File: config.mk
export PLATFORM = sky130hd
export DESIGN_NAME = deco_sel_sequencer
export DESIGN_NICKNAME = d
export VERILOG_FILES = /design/src/rtl/deco_seq_pkg.sv /design/src/rtl/dwell_counter.sv /design/src/rtl/deco_sel_sequencer.sv
export SDC_FILE = /design/constraint.sdc
export NUM_CORES = 1
export LEC_CHECK = 0
export CAP_MARGIN = 15
export CORE_MARGIN = 2
export CORE_UTILIZATION = 51
export CTS_BUF_LIST = sky130_fd_sc_hd__clkbuf_4 sky130_fd_sc_hd__clkbuf_8 sky130_fd_sc_hd__clkbuf_16
export DETAILED_ROUTE_END_ITERATION = 6
export PLACE_DENSITY = 0.95
export SETUP_SLACK_MARGIN = 0.3
export SYNTH_ARGS = -nofsm -noshare
export SYNTH_HDL_FRONTEND = slang
export SYNTH_SLANG_ARGS = --single-unit
File: constraint.sdc
create_clock -name clk -period 5.05 [get_ports clk]
set_clock_uncertainty 0.15 [all_clocks]
set_input_delay 1.01 -clock clk [delete_from_list [all_inputs] [get_ports clk]]
set_output_delay 1.01 -clock clk [all_outputs]
set_load 0.01 [all_outputs]
File: src/rtl/deco_seq_pkg.sv
// Shared constants, state encoding and dwell helper for the decoder select sequencer.
package deco_seq_pkg;

    localparam int SEL_W   = 3;
    localparam int NUM_OUT = 8;

    typedef enum logic [1:0] {
        IDLE,
        SCAN,
        STEP
    } state_t;

    // A zero dwell would never expire, so it is promoted to a single cycle.
    function automatic logic [31:0] eff_dwell(input logic [31:0] d);
        return (d == 32'd0) ? 32'd1 : d;
    endfunction

endpackage

File: src/rtl/dwell_counter.sv
// Down-counter that times how long each select code is held.
module dwell_counter #(
    parameter int W = 8
) (
    input  logic         clk,
    input  logic         rst_n,
    input  logic         load,
    input  logic         reload,
    input  logic [W-1:0] load_value,
    output logic         expire
);

    logic [W-1:0] count;

    assign expire = (count == W'(1)) && !load;

    // reload lets the counter restart itself on expiry without a combinational path back through load.
    always_ff @(posedge clk or negedge rst_n) begin
        if (!rst_n) begin
            count <= '0;
        end else if (load || (expire && reload)) begin
            count <= load_value;
        end else if (count != '0) begin
            count <= count - W'(1);
        end
    end

endmodule

File: src/rtl/deco_sel_sequencer.sv
// Drives the 3-to-8 decoder select and enable, either sweeping all codes or stepping on request.
module deco_sel_sequencer
    import deco_seq_pkg::*;
#(
    parameter int DWELL_W = 8
) (
    input  logic               clk,
    input  logic               rst_n,
    input  logic               mode,
    input  logic               start,
    input  logic               stop,
    input  logic [DWELL_W-1:0] dwell,
    input  logic               req_valid,
    input  logic [SEL_W-1:0]   req_code,
    output logic               req_ready,
    output logic [SEL_W-1:0]   sel,
    output logic               en,
    output logic               wrap,
    output logic               busy
);

    state_t             state;
    state_t             next_state;
    logic               go_scan;
    logic               go_step;
    logic               expire;
    logic [DWELL_W-1:0] load_value;
    logic [SEL_W-1:0]   sel_d;
    logic               en_d;
    logic               wrap_d;
    logic               busy_d;

    assign req_ready  = (state == IDLE) && !mode;
    assign go_scan    = (state == IDLE) && mode && start && !stop;
    assign go_step    = (state == IDLE) && req_valid && req_ready && !stop;
    assign load_value = DWELL_W'(eff_dwell(32'(dwell)));

    dwell_counter #(
        .W(DWELL_W)
    ) u_dwell_counter (
        .clk        (clk),
        .rst_n      (rst_n),
        .load       (go_scan || go_step),
        .reload     (state == SCAN),
        .load_value (load_value),
        .expire     (expire)
    );

    always_ff @(posedge clk or negedge rst_n) begin
        if (!rst_n) begin
            state <= IDLE;
        end else begin
            state <= next_state;
        end
    end

    // stop wins over every other event in SCAN and STEP.
    always_comb begin
        next_state = state;
        case (state)
            IDLE: begin
                if (go_scan) begin
                    next_state = SCAN;
                end else if (go_step) begin
                    next_state = STEP;
                end
            end
            SCAN: begin
                if (stop) begin
                    next_state = IDLE;
                end
            end
            STEP: begin
                if (stop || expire) begin
                    next_state = IDLE;
                end
            end
            default: next_state = IDLE;
        endcase
    end

    always_comb begin
        sel_d  = sel;
        wrap_d = 1'b0;
        en_d   = (next_state != IDLE);
        busy_d = en_d;
        if (go_scan) begin
            sel_d = '0;
        end else if (go_step) begin
            sel_d = req_code;
        end else if ((state == SCAN) && !stop && expire) begin
            sel_d  = sel + SEL_W'(1);
            wrap_d = (sel == SEL_W'(NUM_OUT - 1));
        end
    end

    always_ff @(posedge clk or negedge rst_n) begin
        if (!rst_n) begin
            sel  <= '0;
            en   <= 1'b0;
            wrap <= 1'b0;
            busy <= 1'b0;
        end else begin
            sel  <= sel_d;
            en   <= en_d;
            wrap <= wrap_d;
            busy <= busy_d;
        end
    end

endmodule

==> results.cfg <==
[critical_path]
reg2reg_depth = 3
r2r_start = state[1]
required_ps = 3890
worstReg2RegEnd = u_dwell_counter.count[2]
critical_path_class = in2out
cp-start-kind = input pin
ff2ff_setup_slack_ps = 2880
critical_path_arrival_ps = 2300
endpoint_kind = primary output
crit_fanout = 4

[cts]
cts-root-buf = clkbuf_4
worstSkewPairLatency_ps = 290
htree_levels = 1
cts.clk_slew.worst_paths_ps = 90
numCtsBuffers = 3
tritoncts = built
ctsResizeCount = 0
cts_setup_buffers = 0
clock_path_buffers = 2
numClockSinks = 15
cts_hold_buf = 0

[routing]
dr.pass1.iters = 4
post_drt_wl_per_cell_um = 15.0
drt_wl_total_um = 1970
first_iter_violations = 15
vias = 753
drtAntennaViolNets = 0
via_per_inst = 5.75
drt_drc_violations_left = 0

[job]
maxCapViolCount = 0

[timing]
fmax_mhz = 289
rsz0062_at_grt = false
max_slew_margin_pct = 54.1
tns_ps = 0
period_minus_slack_ps = 3460
setup_viol = 0
period_share_pct = 68.4
worstMarginPinSlew_ps = 687
slew_viol_final = 0
finalHoldViolations = 0

[placed_design]
io_buffer_count = 23
place_area_um2 = 1180
dp_hpwl_um = 1530
place_congestion = 0.853

[cells_and_area]
num_antenna_cells = 0
fin_area_um2 = 1200
nets = 129
drive_above_1_share_pct = 12.3
syn2layout_area_growth_pct = 28.4

[grt]
gr-total-overflow = 0
grt_usage_pct = 20.9
grt_pass1_vias = 758
antenna_found_initial = 0
grt_first_pass_wirelength_um = 3170
grt_max_degree = 16

[logic_synthesis]
syn-cell-area_um2 = 937
synth_cell_type_count = 33
syn-num-nets = 104
avgSynthCellArea_um2 = 11.4
ys_seq_area_share_pct = 40.1
syn-instance-count = 82
yosysWarnings = 0
ys_seq_elements = 15

[die]
fp.dieW_um = 46.9
core_area_um2 = 1730
die_y_um = 46.9
start_util_pct = 54.3
die-area_um2 = 2200
ioPinCount = 24
placementRows = 15

[min_path]
hold_class = reg2reg
whs_path_depth = 1
whs_endpoint = sel[1]
worstHoldStart = sel[1]

[pwr]
powerDensity_nw_per_um2 = 454
total_leakage_power_nw = 0.495
peakVddDrop_v = 0.000358

[outcome]
status = finished clean
## sequential cells by signal, indices dropped and copies added (netlist names)
register               count
busy                       1
u_dwell_counter.count      8
sel                        3
wrap                       1
state                      2
## cell usage in the layout (no fill, tap or decap), types with 2 or more instances in the layout
cell             instances
a22o_1                   2
inv_1                    4
clkbuf_4                 3
nor3_1                   4
o2bb2ai_1                3
a22oi_1                  2
clkdlybuf4s50_1         23
dfrtp_1                 15
xor2_1                   2
mux2i_1                  4
xnor2_1                  5
nor3b_1                  2
ha_1                     5
a21oi_1                  2
nor2_1                   5
nand3_1                  3
mux2_2                   5
nor4_1                   2
## cells in the mapped netlist
cell type | instances | area (um^2)
and3_1 | 1 | 6.26
inv_1 | 4 | 15.0
mux2_2 | 5 | 56.3
dfrtp_1 | 15 | 375
buf_4 | 1 | 7.51
nor4_4 | 1 | 21.3
nor4b_1 | 1 | 8.76
mux2_1 | 1 | 11.3
nor3b_1 | 2 | 15.0
or4_1 | 1 | 7.51
a21oi_1 | 2 | 10.0
o31ai_4 | 1 | 21.3
o211ai_1 | 1 | 7.51
nor2_1 | 5 | 18.8
nor4_1 | 2 | 12.5
nor2b_1 | 1 | 6.26
o2bb2ai_1 | 3 | 26.3
mux2i_1 | 4 | 40.0
a22oi_1 | 2 | 15.0
a22o_1 | 2 | 17.5
nand3b_1 | 1 | 7.51
nor3_1 | 4 | 20.0
xor2_1 | 2 | 17.5
xnor2_1 | 5 | 43.8
ha_1 | 5 | 62.6
nand3_1 | 3 | 15.0
nand4_4 | 1 | 21.3
clkbuf_1 | 1 | 3.75
o21ai_4 | 1 | 16.3
nand2_1 | 1 | 3.75
nand2b_1 | 1 | 6.26
buf_6 | 1 | 11.3
o32ai_1 | 1 | 8.76
## worst max-delay path by stage
stage,start,to,slack [ps]
6_report,mode,req_ready,1590
5_1_grt,mode,req_ready,1550
4_1_cts,mode,req_ready,1600
3_5_place_dp,mode,req_ready,1600
3_3_place_gp,mode,req_ready,1720
2_1_floorplan,mode,req_ready,2620
## stage by stage
| stage | utilization (%) | power (mW) | instances | hold slack (ps) | setup WS (ps) |
|---|---|---|---|---|---|
| floorplan | - | 0.394 | 82 | 425 | 2620 |
| detailed placement | 68.1 | 0.476 | 127 | 381 | 1600 |
| CTS | 69.7 | 0.549 | 131 | 403 | 1600 |
| finish | 69.7 | 0.546 | 131 | 395 | 1590 |
| global placement | 68.1 | 0.458 | 127 | 369 | 1720 |
| global route | 69.7 | 0.590 | 131 | 422 | 1550 |
## critical path, stage by stage
cell	delay, ps
clkdlybuf4s50_1	480
nor3_1	210
clkdlybuf4s50_1	600
## final cells by class
type,count,area (um^2)
multi-input combinational,60,524
timing repair buffer,23,230
sequential,15,375
inverter,4,15.0
fill,150,523
tap,25,31.3
clock inverter,1,5.00
clock buffer,3,22.5
## layer usage
metal / track usage, % / routed length, um / up-vias
met5: 0 / 0 / -
met4: 10.6 / 41 / 0
met3: 5.00 / 94 / 6
met2: 39.2 / 1050 / 29
met1: 21.4 / 783 / 368
li1: - / - / 350
## kinds of logic (layout without fill, tap and decap cells)
logic type	Yosys count	count (layout)	share of synthesized area, %
flops	15	15	40.1
mux	10	10	11.5
compound gates	13	13	13.1
xor+xnor	7	7	6.54
simple gates	25	25	18.2
buf+inv	7	31	4.00
fa+ha+maj	5	5	6.68
## power by group
part	internal, mW	leakage [nW]	switching [mW]
combinational	0.141	0.292	0.114
sequential	0.167	0.185	0.0532
clock	0.0295	0.0177	0.0411
total	0.338	0.495	0.208
No activity file was read; power rests on OpenSTA's default activity.
